### src/rtl/imem_load_ctrl_pkg.sv
// Shared constants and controller state encoding for the instruction-memory loader.
package imem_pkg;

  localparam int unsigned ADDR_W = 11;
  localparam int unsigned DATA_W = 32;
  localparam int unsigned DEPTH  = 1 << ADDR_W;

  typedef enum logic [1:0] {
    IDLE  = 2'd0,
    LOAD  = 2'd1,
    DRAIN = 2'd2,
    RUN   = 2'd3
  } ctrl_state_e;

endpackage

### src/rtl/imem_load_ctrl_if.sv
// Host/boot word stream into the instruction-memory loader (valid/ready).
interface imem_load_ctrl_if #(
  parameter int unsigned DATA_W = imem_pkg::DATA_W
);

  logic              s_valid;
  logic [DATA_W-1:0] s_data;
  logic              s_ready;

  modport master (output s_valid, output s_data, input s_ready);
  modport slave  (input s_valid, input s_data, output s_ready);

endinterface

### src/rtl/imem_load_ctrl.sv
// Sequences loads of the instruction SRAM from a host word stream, stalls the CPU
// while the SRAM address mux is in write mode, and keeps a running XOR checksum.
module imem_load_ctrl
  import imem_pkg::*;
#(
  parameter int unsigned ADDR_W = imem_pkg::ADDR_W,
  parameter int unsigned DATA_W = imem_pkg::DATA_W,
  parameter int unsigned DEPTH  = imem_pkg::DEPTH
) (
  input  logic                clk,
  input  logic                rst,
  input  logic                load_start,
  input  logic [ADDR_W:0]     load_len,
  imem_load_ctrl_if.slave     host,
  output logic                mem_writeEnable,
  output logic [ADDR_W-1:0]   mem_writeAddr,
  output logic [DATA_W-1:0]   mem_instructionInput,
  output logic                cpu_stall,
  output logic                load_done,
  output logic                load_err,
  output logic [ADDR_W:0]     word_count,
  output logic [DATA_W-1:0]   checksum
);

  localparam logic [ADDR_W:0] DEPTH_LEN = (ADDR_W+1)'(DEPTH);

  ctrl_state_e     state;
  logic [ADDR_W:0] len_q;
  logic            start_ok;
  logic            accept;
  logic [ADDR_W:0] count_next;

  assign start_ok   = (load_len != '0) && (load_len <= DEPTH_LEN);
  assign accept     = host.s_valid && (state == LOAD);
  assign count_next = word_count + 1'b1;

  assign host.s_ready = (state == LOAD);

  always_ff @(posedge clk) begin
    if (rst) begin
      state                <= IDLE;
      len_q                <= '0;
      mem_writeEnable      <= 1'b0;
      mem_writeAddr        <= '0;
      mem_instructionInput <= '0;
      cpu_stall            <= 1'b1;
      load_done            <= 1'b0;
      load_err             <= 1'b0;
      word_count           <= '0;
      checksum             <= '0;
    end else begin
      unique case (state)
        IDLE, RUN: begin
          mem_writeEnable <= 1'b0;
          if (load_start) begin
            if (start_ok) begin
              len_q      <= load_len;
              word_count <= '0;
              checksum   <= '0;
              load_done  <= 1'b0;
              load_err   <= 1'b0;
              cpu_stall  <= 1'b1;
              state      <= LOAD;
            end else begin
              // Rejected request leaves the stall level untouched (IDLE=1, RUN=0).
              load_err <= 1'b1;
            end
          end
        end

        LOAD: begin
          mem_writeEnable <= accept;
          if (accept) begin
            mem_writeAddr        <= word_count[ADDR_W-1:0];
            mem_instructionInput <= host.s_data;
            word_count           <= count_next;
            checksum             <= checksum ^ host.s_data;
            if (count_next == len_q) begin
              state <= DRAIN;
            end
          end
        end

        DRAIN: begin
          // Final write is on the bus this cycle; release the CPU behind it.
          mem_writeEnable <= 1'b0;
          load_done       <= 1'b1;
          cpu_stall       <= 1'b0;
          state           <= RUN;
        end

        default: begin
          state <= IDLE;
        end
      endcase
    end
  end

endmodule

### src/flat_wrapper.sv
// flat-port wrapper written by rule: the top's interface ports become plain ports
module imem_load_ctrl_flat import imem_pkg::*;
#(
  parameter int unsigned ADDR_W = imem_pkg::ADDR_W,
  parameter int unsigned DATA_W = imem_pkg::DATA_W,
  parameter int unsigned DEPTH  = imem_pkg::DEPTH
)
  (clk, rst, load_start, load_len, mem_writeEnable, mem_writeAddr, mem_instructionInput, cpu_stall, load_done, load_err, word_count, checksum, host_s_valid, host_s_data, host_s_ready);
  imem_load_ctrl_if #(.DATA_W(DATA_W)) host_i ();
  input  logic clk;
  input  logic rst;
  input  logic load_start;
  input  logic [ADDR_W:0] load_len;
  output logic mem_writeEnable;
  output logic [ADDR_W-1:0] mem_writeAddr;
  output logic [DATA_W-1:0] mem_instructionInput;
  output logic cpu_stall;
  output logic load_done;
  output logic load_err;
  output logic [ADDR_W:0] word_count;
  output logic [DATA_W-1:0] checksum;
  input wire logic [$bits(host_i.s_valid)-1:0] host_s_valid;
  input wire logic [$bits(host_i.s_data)-1:0] host_s_data;
  output wire logic [$bits(host_i.s_ready)-1:0] host_s_ready;
  assign host_i.s_valid = host_s_valid;
  assign host_i.s_data = host_s_data;
  assign host_s_ready = host_i.s_ready;
  imem_load_ctrl #(.ADDR_W(ADDR_W), .DATA_W(DATA_W), .DEPTH(DEPTH)) u_core (.clk(clk), .rst(rst), .load_start(load_start), .load_len(load_len), .host(host_i), .mem_writeEnable(mem_writeEnable), .mem_writeAddr(mem_writeAddr), .mem_instructionInput(mem_instructionInput), .cpu_stall(cpu_stall), .load_done(load_done), .load_err(load_err), .word_count(word_count), .checksum(checksum));
endmodule
### config.mk
export PLATFORM = sky130hd
export DESIGN_NAME = imem_load_ctrl_flat
export DESIGN_NICKNAME = d
export VERILOG_FILES = /design/src/rtl/imem_load_ctrl_pkg.sv /design/src/rtl/imem_load_ctrl_if.sv /design/src/rtl/imem_load_ctrl.sv /design/src/flat_wrapper.sv
export SDC_FILE = /design/constraint.sdc
export NUM_CORES = 1
export LEC_CHECK = 0
export CAP_MARGIN = 20
export CELL_PAD_IN_SITES_DETAIL_PLACEMENT = 2
export CELL_PAD_IN_SITES_GLOBAL_PLACEMENT = 2
export CORE_MARGIN = 4
export CORE_UTILIZATION = 27
export CTS_BUF_LIST = sky130_fd_sc_hd__clkbuf_8
export DETAILED_ROUTE_END_ITERATION = 12
export PLACE_DENSITY_LB_ADDON = 0.05
export SKIP_CTS_REPAIR_TIMING = 1
export SYNTH_ARGS = -nofsm -noshare
export SYNTH_HDL_FRONTEND = slang
export SYNTH_SLANG_ARGS = --single-unit
export TNS_END_PERCENT = 1
### constraint.sdc
create_clock -name clk -period 2.9 [get_ports clk]
set_input_delay 0.58 -clock clk [delete_from_list [all_inputs] [get_ports clk]]
set_output_delay 0.58 -clock clk [all_outputs]
set_load 0.02 [all_outputs]
# After elaboration in Yosys (flattened, before gate mapping)
# Index checks and enable logic that the tools add are counted.
# Widths: inputs -> output; s select.
[op_classes]
add_sub_neg = 1
magnitude_cmp = 1
n_eq_ne = 8
muxes = 21
n_bitwise = 1
reduce_logical = 14
[op_table]
columns = ["op", "count"]
rows = [
  ["$mux 32", 3],
  ["$pmux 32 s2", 1],
  ["$mux 12", 3],
  ["$xor 32x32->32", 1],
  ["$pmux 12 s2", 1],
  ["$add 12x1->12 const B", 1],
  ["$eq 12x12->1", 1],
  ["$le 12x12->1 const B", 1],
  ["$reduce_bool 12->1", 1],
  ["$mux 2", 4],
  ["$reduce_and 4->1", 2],
  ["$ne 2x1->1 const B", 3],
  ["$pmux 1 s2", 3],
  ["$pmux 2 s3", 1],
  ["$reduce_and 3->1", 2],
  ["$mux 1", 5],
  ["$eq 2x2->1 const B", 2],
  ["$reduce_and 2->1", 2],
  ["$reduce_bool 2->1", 2],
  ["$reduce_or 3->1", 1],
  ["$eq 2x1->1 const B", 1],
  ["$logic_and 1x1->1", 2],
  ["$logic_not 2->1", 1],
  ["$ne 2x2->1 const B", 1],
  ["$reduce_or 2->1", 1],
]
[word_totals]
ff_bits = 105
inputBits = 48
out_inout_bits = 92
word_cells = 56

# Depth between registers and ports, before layout
# Gate-level depths: netlist of run 1.
[depth]
ltp_word = 5
depth_mapped = 10
depth_no_buf = 8

# Worst setup path before layout of run 1
# Ideal clock, no wire load.
[synth_timing]
path_kind = "input -> register"
from = "input port load_len[0]"
to = "register u_core.word_count[9]"
setup_time_ns = 0.135
t_arrival_ns = 2.551
t_required_ns = 2.765
slack_ns = 0.214
stages = 9
n_path_buf = 2
cell_sequence = "or4_1 > or4_4 > a31oi_2 > nand2b_1 > buf_2 > buf_4 > nor2_1 > o21ai_1 > o41ai_1"
[synth_between]
elab_chain_cells = 4
[synth_rtl]
columns = ["element", "line_no", "rtl"]
rows = [
  ["start: declaration", "flat_wrapper.sv:13", "input logic [ADDR_W:0] load_len;"],
  ["$le 12x12->1 / $reduce_bool 12->1 (equally long branches)", "imem_load_ctrl.sv:33", "assign start_ok = (load_len != '0) && (load_len <= DEPTH_LEN);"],
  ["$logic_and 1x1->1 (*)", "imem_load_ctrl.sv:33", ""],
  ["$ne 2x1->1 (no source line) (*)", "n/a", ""],
  ["$reduce_and 4->1 (no source line) (*)", "n/a", ""],
  ["end signal: assignment", "imem_load_ctrl.sv:76", "word_count <= count_next;"],
  ["end: declaration", "imem_load_ctrl.sv:21", "output logic [ADDR_W:0] word_count,"],
]
# Mark *: on every way between the ends. The rest lies on a longest branch, timed or not.
# A chain may end at the register's enable or synchronous reset.

# Final worst setup path of run 1
[layout_timing]
from = "input port load_len[1]"
to = "register u_core.checksum[14]"
[layout_between]
elab_chain_cells = 4
[layout_rtl]
columns = ["element", "line_no", "rtl"]
rows = [
  ["$le 12x12->1 / $reduce_bool 12->1 (equally long branches)", "imem_load_ctrl.sv:33", ""],
  ["$logic_and 1x1->1 (*)", "imem_load_ctrl.sv:33", ""],
  ["$ne 2x1->1 (no source line) (*)", "n/a", ""],
  ["$reduce_and 4->1 (no source line) (*)", "n/a", ""],
  ["end signal: assignment", "imem_load_ctrl.sv:77", "checksum <= checksum ^ host.s_data;"],
  ["end: declaration", "imem_load_ctrl.sv:22", "output logic [DATA_W-1:0] checksum"],
]
# Marked as above.

==> results of run 1 <==
==> critical path, stage by stage <==
cell,delay [ns]
clkdlybuf4s50_1,0.43
or4_1,0.56
or4_4,0.57
and2_4,0.19
and3_4,0.20
a21o_4,0.23
buf_12,0.17
nor2_1,0.14
==> cells by family after synthesis <==
family          Yosys count  synth area share
xor+xnor                 50             0.100
flops                   105             0.473
fa+ha+maj                 7            0.0197
buf+inv                  37            0.0405
compound gates           90             0.120
mux                      14            0.0321
simple gates            227             0.215
==> cell usage after synthesis (all sizes together) (2+ instances only) <==
cell    instances
nand2         131
dfxtp         105
nor2           60
a21oi          55
xor2           38
clkbuf         16
buf            15
mux2i          12
o21ai          12
xnor2          12
nand3          10
ha              7
inv             6
o31ai           6
and2            5
nand2b          4
nor3            3
or4             3
a211oi          2
a21o            2
a311oi          2
a31oi           2
and4            2
mux2            2
nand3b          2
nand4           2
o211ai          2
o41ai           2
==> per-layer routing <==
layer | global-route usage | up-vias
met3 | 0.0503 | 9
met1 | 0.212 | 2060
met5 | 0 | -
met4 | 0.0342 | 0
li1 | - | 2028
met2 | 0.288 | 95
==> final cells by class <==
| type | instances | share of cell area |
|---|---|---|
| inverter | 6 | 0.00350 |
| clock buffer | 12 | 0.0257 |
| sequential | 105 | 0.327 |
| clock inverter | 4 | 0.00428 |
| multi-input combinational | 388 | 0.339 |
| timing repair buffer | 167 | 0.258 |
| tap | 216 | 0.0420 |
==> power groups by stage <==
stage	Sequential, mW	Combinational, mW	Clock, mW
final	1.99	2.56	0.913
after global routing	2.04	2.81	1.02
after CTS	2.00	2.61	0.957
after detailed placement	2.03	2.59	0
after global placement	2.01	2.52	0
after floorplan	2.32	1.10	0
==> metrics by stage <==
| step | utilization | TNS [ns] |
|---|---|---|
| after floorplan | - | 0 |
| after global placement | 0.389 | -10.01 |
| after detailed placement | 0.389 | -14.02 |
| after CTS | 0.401 | 0 |
| after global routing | 0.402 | 0 |
| final | 0.402 | 0 |
==> worst max-delay path by stage <==
stage	to	slack, ns	cells after the start
6_report	u_core.checksum[14]	0.13	8
5_1_grt	u_core.state[0]	0.02	8
4_1_cts	u_core.checksum[31]	0.07	9
3_5_place_dp	u_core.checksum[31]	-0.34	9
3_3_place_gp	u_core.word_count[7]	-0.25	9
2_1_floorplan	u_core.word_count[9]	0.21	9
==> state kept, by name, indices dropped and copies added, names as in the netlist <==
signal and cells:
u_core.checksum 32, u_core.mem_instructionInput 32, u_core.len_q 12, u_core.word_count 12, u_core.mem_writeAddr 11, u_core.state 2
u_core.cpu_stall 1, u_core.load_done 1, u_core.load_err 1, u_core.mem_writeEnable 1
==> impl_metrics.env, run 1 <==
export IMPL_yosys_area_top_type="dfxtp_1"
export IMPL_critPathKind="input port to flip-flop"
export IMPL_grt_start_max_net_pins=44
export IMPL_fp_coreArea_sq_mm=0.0160
export IMPL_fmax_mhz=361
export IMPL_total_power_mw=5.46
export IMPL_syn_cell_area_sq_mm=0.00445
export IMPL_async_reset_ff_frac=0
export IMPL_worstHoldStart="u_core.mem_writeAddr[10]"
export IMPL_power_static_leakage_nw=2.34
export IMPL_synth_top_area_share=0.473
export IMPL_multi_input_area_sq_mm=0.00218
export IMPL_synth_net_count=585
export IMPL_status="completed"
export IMPL_cts_tree="yes"
export IMPL_wl_per_cell_um=17.3
export IMPL_peakVddDrop_uv=420
export IMPL_placed_area_sq_mm=0.00623
export IMPL_final_cell_mix="138 x clkdlybuf4s50_1, 130 x nand2_1, 105 x dfxtp_1, 58 x nor2_1, 55 x a21oi_1"
export IMPL_seq_power_share=0.364
export IMPL_grt_pass1_vias=4554
export IMPL_path_clk_slew_ns=0.09
export IMPL_ys_flop_type="dfxtp_1"
export IMPL_ys_seq_area_frac=0.473
export IMPL_intPower_mw=3.26
export IMPL_grt_setup_unrepaired="false"
export IMPL_fin_cells=898
export IMPL_layout_commonest_cell="clkdlybuf4s50_1"
export IMPL_switchingPower_mw=2.20
export IMPL_setup_viol=0
export IMPL_cp_max_fo=32
export IMPL_netSwitchingFraction=0.402
export IMPL_syn_to_final_growth_pct=44.6
export IMPL_fin_crit_sh=0.954
export IMPL_drive_gt1_frac=0.0806
export IMPL_clockBufferDepth=2
export IMPL_crit_path_end_kind="flip-flop"
export IMPL_ctsHtreeMaxLevel=3
export IMPL_cp_data_arrival_time_ns=3.08
export IMPL_startpoint="load_len[1]"
export IMPL_hold_path_class="flip-flop to flip-flop"
export IMPL_crit_path_start_kind="input port"
export IMPL_combPwrFrac=0.468
export IMPL_dp_hpwl_um=11500
export IMPL_drc=0
export IMPL_grt_antenna_before_repair=0
export IMPL_power_density_mw_per_mm2=850
export IMPL_min_period_ns=2.77
export IMPL_ys_ff_latch=105
export IMPL_synth_area_leaders="dfxtp_1 47%, nand2_1 11%, xor2_1 7.5%"
export IMPL_numCtsBuffers=9
export IMPL_avgSynthCellArea_sq_um=8.39
export IMPL_timing_rr_end="u_core.state[0]"
export IMPL_place_ws_ns=-0.337
export IMPL_highest_layer="met4"
export IMPL_vias=4192
export IMPL_port_buffer_count=139
export IMPL_route_met2_wl_um=7670
export IMPL_maxSlewViolCount=0
export IMPL_antenna_left=0
export IMPL_grt_pass1_wl_um=24500
export IMPL_dp_cells=882
export IMPL_die_area_sq_mm=0.0186
export IMPL_skew_ns=0.00591
export IMPL_setup_ws_ns=0.133
export IMPL_tightestPinTransition_ns=0.702
export IMPL_yosys_warnings=0
export IMPL_max_slew_margin_rel=0.532
export IMPL_placementRows=46
export IMPL_track_usage=0.169
export IMPL_clock_sinks=105
export IMPL_via_per_inst=4.67
export IMPL_die_h_um=136
export IMPL_final_fill_count=1856
export IMPL_yosysUniqueCellTypes=49
export IMPL_hold_slack_ns=0.459
export IMPL_start_util=0.278
export IMPL_cts_root_buf="clkbuf_8"
export IMPL_maxCapViolCount=0
export IMPL_drt_iter0_drc=132
export IMPL_min_to="u_core.mem_writeAddr[10]"
export IMPL_clock_latency_ns=0.38
export IMPL_rr_startpoint="u_core.word_count[0]"
export IMPL_hold_viol=0
export IMPL_num_io_pins=140
export IMPL_routabilityCongestion=0.793
export IMPL_p_clk_frac=0.167
export IMPL_wirelength_um=15500
export IMPL_wl_met3_um=737
export IMPL_crit_required_ns=3.21
export IMPL_grt_overflow_total=0
export IMPL_rrSetupSlack_ns=0.28
export IMPL_regArea_sq_mm=0.00210
export IMPL_synth_edf_count=0
export IMPL_synthCells=530
export IMPL_r2r_cells=8
export IMPL_die_x_um=136
export IMPL_worstHoldPathCells=2
export IMPL_antenna_cells=0
export IMPL_postLayoutCellArea_sq_mm=0.00643
export IMPL_wirelength_met1_um=6950
export IMPL_nNetsFinal=732
export IMPL_dr_pass1_iters=4
No activity file was read; power rests on OpenSTA's default activity.
==> run 2: changes to the inputs <==
- SKIP_LAST_GASP: not set -> 1
==> results of run 2 <==
Same layout as run 1: the final DEF is identical, and so are final timing and power.
